<file path="config.mk">
export PLATFORM = sky130hd
export DESIGN_NAME = progmem_arbiter
export DESIGN_NICKNAME = d
export VERILOG_FILES = /design/src/rtl/progmem_arbiter.sv
export SDC_FILE = /design/constraint.sdc
export NUM_CORES = 1
export LEC_CHECK = 0
export BUFFER_PORTS_ARGS = -buffer_cell sky130_fd_sc_hd__clkbuf_2
export CAP_MARGIN = 15
export CORE_MARGIN = 2
export CORE_UTILIZATION = 48
export CTS_CLUSTER_DIAMETER = 100
export DETAILED_ROUTE_END_ITERATION = 16
export PLACE_DENSITY = 0.85
export SYNTH_ARGS = -nofsm -noshare
export SYNTH_HDL_FRONTEND = slang
export SYNTH_SLANG_ARGS = --single-unit
</file>
<file path="constraint.sdc">
create_clock -name clk -period 11 [get_ports clk]
set_input_delay 1.65 -clock clk [delete_from_list [all_inputs] [get_ports clk]]
set_output_delay 1.65 -clock clk [all_outputs]
set_load 0.005 [all_outputs]
</file>
<file path="src/rtl/progmem_arbiter.sv">
// progmem_arbiter: two-master read arbiter in front of one program memory.
// m0 is the core fetch port and m1 is the debug/loader port.
//
// Parameters:
//   TIMEOUT_CYCLES  max WAIT cycles before an error completion (2..255)
//   ARB_MODE        0 = round-robin, 1 = fixed priority to m0
//
// Ports:
//   clk, rst                    clock, async active-high reset
//   m0_valid, m0_addr           m0 request, held until m0_ready
//   m0_ready, m0_rdata, m0_err  m0 one-cycle completion, data, error
//   m1_*                        same as m0_* for the debug port
//   s_valid, s_addr             request to program memory
//   s_ready, s_rdata            program memory response
//   busy                        high whenever the FSM is not IDLE
//   grant_id                    owner of current/most recent transfer
module progmem_arbiter #(
   parameter int TIMEOUT_CYCLES = 15,
   parameter int ARB_MODE       = 0
) (
   input  logic        clk,
   input  logic        rst,
   input  logic        m0_valid,
   input  logic [31:0] m0_addr,
   output logic        m0_ready,
   output logic [31:0] m0_rdata,
   output logic        m0_err,
   input  logic        m1_valid,
   input  logic [31:0] m1_addr,
   output logic        m1_ready,
   output logic [31:0] m1_rdata,
   output logic        m1_err,
   output logic        s_valid,
   output logic [31:0] s_addr,
   input  logic        s_ready,
   input  logic [31:0] s_rdata,
   output logic        busy,
   output logic        grant_id
);

   typedef enum logic [1:0] {
      IDLE = 2'd0,
      WAIT = 2'd1,
      RESP = 2'd2
   } state_t;

   // Last WAIT cycle index; reaching it with no s_ready aborts.
   localparam logic [7:0] TO_LAST = 8'(TIMEOUT_CYCLES - 1);
   localparam logic [7:0] CNT_MAX = 8'hFF;

   state_t      state_q;
   logic [7:0]  cnt_q;
   logic        last_grant_q;
   logic        grant_q;
   logic        s_valid_q;
   logic [31:0] s_addr_q;
   logic        busy_q;
   logic        m0_ready_q;
   logic        m1_ready_q;
   logic [31:0] m0_rdata_q;
   logic [31:0] m1_rdata_q;
   logic        m0_err_q;
   logic        m1_err_q;

   logic        any_req_d;
   logic        winner_d;
   logic [31:0] win_addr_d;

   assign any_req_d = m0_valid | m1_valid;

   // A lone requester always wins. On a tie, round-robin picks
   // the master that did not own the previous transfer; last_grant
   // resets to 1 so m0 takes the first tie in either mode.
   always_comb begin
      winner_d = 1'b0;
      if (m0_valid && m1_valid) begin
         if (ARB_MODE == 1) begin
            winner_d = 1'b0;
         end else begin
            winner_d = ~last_grant_q;
         end
      end else if (m1_valid) begin
         winner_d = 1'b1;
      end
   end

   assign win_addr_d = winner_d ? m1_addr : m0_addr;

   always_ff @(posedge clk or posedge rst) begin
      if (rst) begin
         state_q      <= IDLE;
         cnt_q        <= 8'd0;
         last_grant_q <= 1'b1;
         grant_q      <= 1'b0;
         s_valid_q    <= 1'b0;
         s_addr_q     <= 32'd0;
         busy_q       <= 1'b0;
         m0_ready_q   <= 1'b0;
         m1_ready_q   <= 1'b0;
         m0_rdata_q   <= 32'd0;
         m1_rdata_q   <= 32'd0;
         m0_err_q     <= 1'b0;
         m1_err_q     <= 1'b0;
      end else begin
         // Ready is a pulse: only the WAIT exit raises it.
         m0_ready_q <= 1'b0;
         m1_ready_q <= 1'b0;
         unique case (state_q)
            IDLE: begin
               if (any_req_d) begin
                  state_q      <= WAIT;
                  grant_q      <= winner_d;
                  last_grant_q <= winner_d;
                  s_addr_q     <= win_addr_d;
                  cnt_q        <= 8'd0;
                  s_valid_q    <= 1'b1;
                  busy_q       <= 1'b1;
               end
            end
            WAIT: begin
               // s_ready wins over a timeout in the same cycle.
               if (s_ready) begin
                  state_q   <= RESP;
                  s_valid_q <= 1'b0;
                  if (grant_q) begin
                     m1_rdata_q <= s_rdata;
                     m1_err_q   <= 1'b0;
                     m1_ready_q <= 1'b1;
                  end else begin
                     m0_rdata_q <= s_rdata;
                     m0_err_q   <= 1'b0;
                     m0_ready_q <= 1'b1;
                  end
               end else if (cnt_q == TO_LAST) begin
                  state_q   <= RESP;
                  s_valid_q <= 1'b0;
                  if (grant_q) begin
                     m1_rdata_q <= 32'd0;
                     m1_err_q   <= 1'b1;
                     m1_ready_q <= 1'b1;
                  end else begin
                     m0_rdata_q <= 32'd0;
                     m0_err_q   <= 1'b1;
                     m0_ready_q <= 1'b1;
                  end
               end else if (cnt_q != CNT_MAX) begin
                  cnt_q <= cnt_q + 8'd1;
               end
            end
            RESP: begin
               // Always drop back through IDLE so s_valid stays
               // low for RESP plus IDLE between transfers.
               state_q <= IDLE;
               busy_q  <= 1'b0;
            end
            default: begin
               state_q   <= IDLE;
               s_valid_q <= 1'b0;
               busy_q    <= 1'b0;
            end
         endcase
      end
   end

   assign m0_ready = m0_ready_q;
   assign m0_rdata = m0_rdata_q;
   assign m0_err   = m0_err_q;
   assign m1_ready = m1_ready_q;
   assign m1_rdata = m1_rdata_q;
   assign m1_err   = m1_err_q;
   assign s_valid  = s_valid_q;
   assign s_addr   = s_addr_q;
   assign busy     = busy_q;
   assign grant_id = grant_q;

endmodule

</file>
=== Word level (Yosys, flattened, before mapping) ===
Cells that the tools add are included.
W data, S select, Z words.

* $add $sub $neg: 1
* Equality and inequality tests: 9
* Muxes and demuxes: 41
* Bitwise gates (word level): 5
* Reduce and logical (&&, ||, !) cells: 11

{| class="wikitable"
|+ Operators by type and width
! cell !! number
|-
| $mux W32 || 9
|-
| $mux W8 || 4
|-
| $mux W1 || 21
|-
| $pmux W8 S2 || 1
|-
| $reduce_and A3 Y1 || 3
|-
| $add A8 B1 Y8 const B || 1
|-
| $eq A8 B4 Y1 const B || 1
|-
| $ne A2 B2 Y1 const B || 4
|-
| $ne A8 B8 Y1 const B || 1
|-
| $mux W2 || 3
|-
| $reduce_and A2 Y1 || 3
|-
| $reduce_and A5 Y1 || 1
|-
| $not A1 Y1 || 4
|-
| $pmux W2 S2 || 1
|-
| $reduce_bool A2 Y1 || 2
|-
| $ne A3 B3 Y1 const B || 1
|-
| $pmux W1 S3 || 1
|-
| $eq A2 B1 Y1 const B || 1
|-
| $eq A2 B2 Y1 const B || 1
|-
| $logic_not A2 Y1 || 1
|-
| $pmux W1 S2 || 1
|-
| $logic_and A1 B1 Y1 || 1
|-
| $or A1 B1 Y1 || 1
|}

* Register bits: 114
* Input bits: 101
* Output and inout port bits: 103
* Logic and storage cells: 80

=== Longest topological paths before layout ===
Gate-level depths: netlist of run 1.

* Depth after elaboration: 5
* Mapped depth: 7
* Gate-level depth less buffers: 6

=== Least setup slack after synthesis of run 1 ===
No wires, ideal clock.

* Path kind: input -> register
* From: input m1_valid
* To: register s_addr_q[26], in the netlist s_addr[26]
* Library setup time: 0.135 ns
* Arrival: 2.511 ns
* Data required time: 10.865 ns
* Slack: 8.354 ns
* Stages: 5
* Buffers on the path: 2
* Cells stage by stage: a21boi_0 -> buf_2 -> buf_2 -> mux2i_1 -> o21ai_0

* Word-level cells in the longest chain between the ends: 3
* Elaborated cells on any way between the ends: 6
* Those cells by class: mux: 3; bitwise: 1; reduce/logical: 2

{| class="wikitable"
|+ RTL lines
! what !! RTL line !! text
|-
| from (decl) || 28 || <nowiki>input logic m1_valid,</nowiki>
|-
| $mux W1 or $logic_and A1 B1 Y1 (tied branches) || 82, 76 ||
|-
| $mux W1 || 76 || <nowiki>if (m0_valid && m1_valid) begin</nowiki>
|-
| $mux W32 || 87 || <nowiki>assign win_addr_d = winner_d ? m1_addr : m0_addr;</nowiki>
|-
| to (signal assigned) || 114 || <nowiki>s_addr_q <= win_addr_d;</nowiki>
|-
| to (decl) || 56 || <nowiki>logic [31:0] s_addr_q;</nowiki>
|}

Parallel ways exist; a longest one is shown, timed or not.
A chain may end at the register's enable or synchronous reset.

=== Final worst setup path of run 1 ===
* From: register grant_q, in the netlist grant_id
* To: output grant_id

{| class="wikitable"
|+ RTL lines
! what !! RTL line !! text
|-
| from (decl) || 54 || <nowiki>logic grant_q;</nowiki>
|-
| from (signal assigned) || 112 || <nowiki>grant_q <= winner_d;</nowiki>
|-
| to (decl) || 38 || <nowiki>output logic grant_id</nowiki>
|}

No word-level cell between the ends.

==> flow_summary.toml, run 1 <==
[run_status]
status = "completed"

[cts]
clockBufferDepth = 2
clock_latency_ns = 0.51
h-tree-depth = 4
post-cts-setup-buffers = 0
cts.clk_slew.worst_paths_ns = 0.06
hold_buffers = 0
cts_sinks = 114
cts-root-buf = "clkbuf_8"
cts_resized = 0
cts_made_buffers = 17
cts_tree = "built"

[die]
die-area_sq_um = 10600
die_h_um = 103
die_w_um = 103
initial_core_util = 0.489
io_pins = 204
rows = 36
core_area_sq_um = 9640

[finish]
utilization = 0.668
final_layout_size_suffix_gt1_frac = 0.446
mostFrequentLayoutCells = "203 x clkbuf_2, 113 x dfrtp_1, 64 x a22o_1"
final_common_cell = "clkbuf_2"
final_area_sq_um = 6430
syn2layout_area_growth_pct = 36.5
antenna_cells = 0
final_nets = 675

[routing]
num_vias = 3886
routed_wl_um = 11700
wl_per_cell_um = 16.2
routed.top_layer = "met4"
wl_met2_um = 5430
wl_met1_um = 4970
antenna_left = 0
firstDrtPassIters = 4
drc = 0
vias_per_cell = 5.41
dr.first_iter.drc_count = 127
wl_met3_um = 1080

[critical_path]
worstPathCellList = "clkbuf_2"
startpoint_type = "register"
worstPathMaxFanout = 6
crit_type = "register to output port"
end_kind = "output port"
arrival_ns = 1.26
crit_slowest_cell = "dfrtp_1"
critical_path.top_delay_family = "flip-flops"
crit_buf_inv = 1
cp_slowest_stage_delay_ns = 0.55
required_ns = 9.35

[min_path]
hold_class = "register to register"

[timing]
tightest_slew_ns = 0.991
max_freq_mhz = 343
finalSetupViolCount = 0
tns_ns = 0
maxSlewViolCount = 0
finalCritPeriodShare = 0.265
rsz0062_at_grt = "no"
layout_min_cycle_time_ns = 2.91
hold_violations = 0
clock_skew_ns = 0.0113
relSlewSlack = 0.336

[power]
p_total_w = 0.00190
p_leak_nw = 3.41
ir_drop_mv = 0.174
p_per_area_nw_per_um2 = 295

[global_route]
grt_pass1_vias = 3591
antenna_found_initial = 0
grt_max_degree = 70
grt_pass1_wl_um = 17700
grt.overflow.total = 0
grt_usage = 0.219

[place]
place.gp.congestion = 0.748
hpwl_um = 7980
placed_cell_area_sq_um = 5800
io_buffers = 203

[yosys]
avgSynthCellArea_sq_um = 12.7
yosysSeqAreaShare = 0.605
synth_top_area_cell = "dfrtp_1"
ys_warn_count = 0
ys_types = 39
yosysTopAreaCellShare = 0.600
ys_top_cells_by_area = "dfrtp_1 60%, a22o_1 12%, mux2i_1 7.0%, o21ai_0 3.6%, nand2_1 2.9%"
synthCells = 372
syn_nets = 475
syn_area_sq_um = 4710
ys_ff_latch = 114

[job]
max_cap_viol_count = 0
==> final cells by class <==
class | count | area [sq um]
Sequential cell | 114 | 2850
Timing Repair Buffer | 208 | 1050
Clock inverter | 13 | 198
Fill cell | 754 | 3200
Tap cell | 133 | 166
Clock buffer | 19 | 442
Inverter | 7 | 28.8
Multi-Input combinational cell | 224 | 1690
==> cell usage after synthesis <==
cell / number
o211ai_4: 3
a2bb2oi_1: 1
inv_1: 3
a41oi_1: 1
o21ai_1: 4
clkbuf_1: 7
dfstp_2: 1
and3_1: 1
nand4_1: 2
inv_2: 4
o21ai_0: 34
buf_6: 8
a21boi_0: 1
nand3_1: 4
a21bo_1: 1
a22o_1: 64
buf_2: 12
mux2_2: 2
o311ai_1: 1
nor4_1: 1
nand2_2: 1
nand2_1: 37
dfrtp_1: 113
nand2b_1: 2
a31oi_1: 2
a21oi_1: 1
o41ai_1: 2
mux2i_1: 33
nor2_8: 1
or2_2: 1
nand4b_2: 1
nor2_1: 8
a31o_1: 3
o31a_1: 1
o211ai_1: 4
nor2b_1: 1
nor3_2: 3
or3_4: 1
ha_1: 2
==> cell families after synthesis <==
kind of cell,Yosys count,synth area share
multiplexers,35,0.0748
adder cells (fa/ha/maj),2,0.00531
buffers and inverters,34,0.0430
AND/OR/NAND/NOR,64,0.0682
flip-flops,114,0.605
AO/OA/AOI/OAI,123,0.203
==> registers in the layout, summed over array words and instances, names as in the netlist <==
register / cells
m1_err: 1
cnt_q: 8
state_q: 2
m1_ready: 1
s_valid: 1
m0_err: 1
grant_id: 1
last_grant_q: 1
m0_ready: 1
busy: 1
m0_rdata: 32
s_addr: 32
m1_rdata: 32
==> where the power goes <==
group	leakage (nW)	switching (W)	internal, W
clock network	0.310	0.000204	0.000385
logic	1.67	0.000297	0.000286
registers	1.43	0.000121	0.000607
==> through the flow <==
step	hold slack [ns]	instances	setup slack (ns)
after floorplan	0.472	372	6.34
after global placement	0.463	686	7.74
after detailed placement	0.469	686	7.69
after CTS	0.485	718	8.07
after global routing	0.510	718	8.02
final	0.481	718	8.09
==> worst paths after layout <==
| kind | start | endpoint | slack (ns) | cells after the start |
|---|---|---|---|---|
| hold reg to reg | s_addr[8]$_DFFE_PP0P_ | s_addr[8]$_DFFE_PP0P_ | 0.48 | 2 |
| setup reg to reg | state_q[1]$_DFFE_PP0P_ | cnt_q[5]$_DFFE_PP0P_ | 8.76 | 4 |
| hold / removal | s_addr[8]$_DFFE_PP0P_ | s_addr[8]$_DFFE_PP0P_ | 0.48 | 2 |
| min in group asynchronous | rst | s_addr[12]$_DFFE_PP0P_ | 1.19 | 2 |
| max in group asynchronous | rst | m0_rdata[20]$_DFFE_PP0P_ | 8.55 | 3 |
| setup / recovery | grant_id$_DFFE_PP0P_ | grant_id | 8.09 | 1 |
==> tightest hold or removal path, cell delays in order, from the launching register on <==
cell and delay, ns:
dfrtp_1 0.34, nand2_1 0.05, o21ai_0 0.06
==> per-layer routing <==
metal  up-vias  global-route usage
met3        18              0.0671
met5         -                   0
met4         0              0.0830
li1       1783                   -
met2       224               0.343
met1      1861               0.287
No activity file was read; power rests on OpenSTA's default activity.
==> inputs of run 2 (changes only) <==
- CORE_UTILIZATION: 48 -> 47
- PLACE_DENSITY: 0.85 -> 0.83
- clock period: 11 -> 2.8 ns (I/O delays scaled with it)
==> run 2 against run 1 <==
Compared with the run above:
- die area grew 2.0%
- sequential cell count is the same
- first-iteration DRC count up 100%
- setup slack worse by 7.2 ns
- critical endpoint is now m1_rdata[22]$_DFFE_PP0P_
- largest cell class unchanged
- largest power group unchanged
==> flow_summary.toml, run 2 (synthesis gave the netlist of run 1 again) <==
[die]
core_area_sq_um = 9770
rows = 36
die-area_sq_um = 10800
initial_core_util = 0.482
die_w_um = 104
die_h_um = 104
io_pins = 204

[global_route]
grt_pass1_wl_um = 19800
grt.overflow.total = 0
grt_pass1_vias = 3969
grt_max_degree = 66
grt_usage = 0.229
antenna_found_initial = 0

[finish]
mostFrequentLayoutCells = "203 x clkbuf_2, 113 x dfrtp_1, 64 x a22o_1"
antenna_cells = 0
final_area_sq_um = 6360
fillerInstances = 745
final_layout_size_suffix_gt1_frac = 0.446
utilization = 0.651
fin_cells = 723
final_common_cell = "clkbuf_2"
final_nets = 681
syn2layout_area_growth_pct = 34.9

[min_path]
holdPathEnd = "m1_rdata[0]$_DFFE_PP0P_"
hold_class = "primary input to register"
min_path_cells = 2
min-delay-start = "s_rdata[0]"

[timing]
max_freq_mhz = 530
relSlewSlack = 0.459
rsz0062_at_grt = "no"
maxSlewViolCount = 0
clock_skew_ns = 0.00868
finalSetupViolCount = 0
finalCritPeriodShare = 0.674
tns_ns = 0
hold_violations = 0
tightest_slew_ns = 0.812
layout_min_cycle_time_ns = 1.89

[cts]
clockBufferDepth = 2
clock_latency_ns = 0.50
post-cts-setup-buffers = 0
cts_sinks = 114
cts-root-buf = "clkbuf_8"
cts_made_buffers = 17
h-tree-depth = 4
cts.clk_slew.worst_paths_ns = 0.06
hold_buffers = 1
cts_tree = "built"
cts_resized = 0

[place]
io_buffers = 203
hpwl_um = 8450
placed_cell_area_sq_um = 5850
place.gp.congestion = 0.826
dp.cells = 691

[critical_path]
arrival_ns = 2.26
required_ns = 3.18
ff2ff_path_depth = 7
crit_type = "register to register"
rr_startpoint = "cnt_q[0]$_DFFE_PP0P_"
startpoint_type = "register"
crit_slowest_cell = "dfrtp_1"
r2r_end = "m1_rdata[22]$_DFFE_PP0P_"
cp_slowest_stage_delay_ns = 0.44
end_kind = "register"
worstPathCellList = "inv_1 -> ha_1 -> nand4b_2 -> nor2_8 -> o211ai_4 -> buf_4 -> a22o_1"
worstPathMaxFanout = 31
reg2reg_slack_ns = 0.91

[power]
p_per_area_nw_per_um2 = 1100
p_total_w = 0.00702
ir_drop_mv = 0.551
p_leak_nw = 3.37

[routing]
firstDrtPassIters = 4
vias_per_cell = 5.39
routed_wl_um = 12000
antenna_left = 0
drc = 0
dr.first_iter.drc_count = 255
wl_per_cell_um = 16.7
num_vias = 3895

[run_status]
status = "completed"

[job]
max_cap_viol_count = 0
-- run 2: worst max path at each step --
stage               cells past startpoint  slack, ns                  from                  endpoint
floorplan                               1        1.0                   rst          busy$_DFFE_PP0P_
global placement                        7        1.0  cnt_q[0]$_DFFE_PP0P_   m1_rdata[3]$_DFFE_PP0P_
detailed placement                      5       0.90              m1_valid    s_addr[14]$_DFFE_PP0P_
CTS                                     7       0.91  cnt_q[0]$_DFFE_PP0P_  m1_rdata[22]$_DFFE_PP0P_
global route                            7       0.81  cnt_q[0]$_DFFE_PP0P_  m1_rdata[22]$_DFFE_PP0P_
finish                                  7       0.91  cnt_q[0]$_DFFE_PP0P_  m1_rdata[22]$_DFFE_PP0P_
-- run 2: area by class of cell --
| type | instances | area [sq um] | area share |
|---|---|---|---|
| sequential | 114 | 2850 | 0.449 |
| multi-input combinational | 224 | 1690 | 0.266 |
| timing repair buffer | 214 | 1110 | 0.175 |
| clock buffer | 20 | 435 | 0.0685 |
| tap | 133 | 166 | 0.0262 |
| clock inverter | 11 | 66.3 | 0.0104 |
| inverter | 7 | 30.0 | 0.00472 |
-- run 2: worst max-delay path, delay by kind of cell, from the launching register on --
kind | cells | cell delay [ns]
buffers and inverters | 2 | 0.36
AND/OR/NAND/NOR | 2 | 0.42
AO/OA/AOI/OAI | 2 | 0.35
adder cells (fa/ha/maj) | 1 | 0.17
flip-flops | 1 | 0.44
-- run 2: where the power goes --
group | switching [W] | total [W] | internal (W) | leakage (nW)
registers | 0.000492 | 0.00288 | 0.00239 | 1.43
logic | 0.00118 | 0.00233 | 0.00115 | 1.70
clock network | 0.000721 | 0.00181 | 0.00109 | 0.246
total | 0.00239 | 0.00702 | 0.00463 | 3.37
-- run 2: stage by stage --
stage          setup slack, ns  hold slack, ns
5_1_grt                  0.810           0.147
3_3_place_gp             0.995           0.315
3_5_place_dp             0.905           0.315
6_report                 0.914           0.169
2_1_floorplan            0.995           0.472
4_1_cts                  0.914           0.148
-- run 2: layer usage --
metal / part of all wire / vias up / track usage / routed length (um)
met4: 0.015 / 0 / 0.0898 / 180
li1: - / 1786 / - / -
met5: 0 / - / 0 / 0
met1: 0.44 / 1894 / 0.301 / 5260
met3: 0.066 / 15 / 0.0602 / 798
met2: 0.48 / 200 / 0.365 / 5810
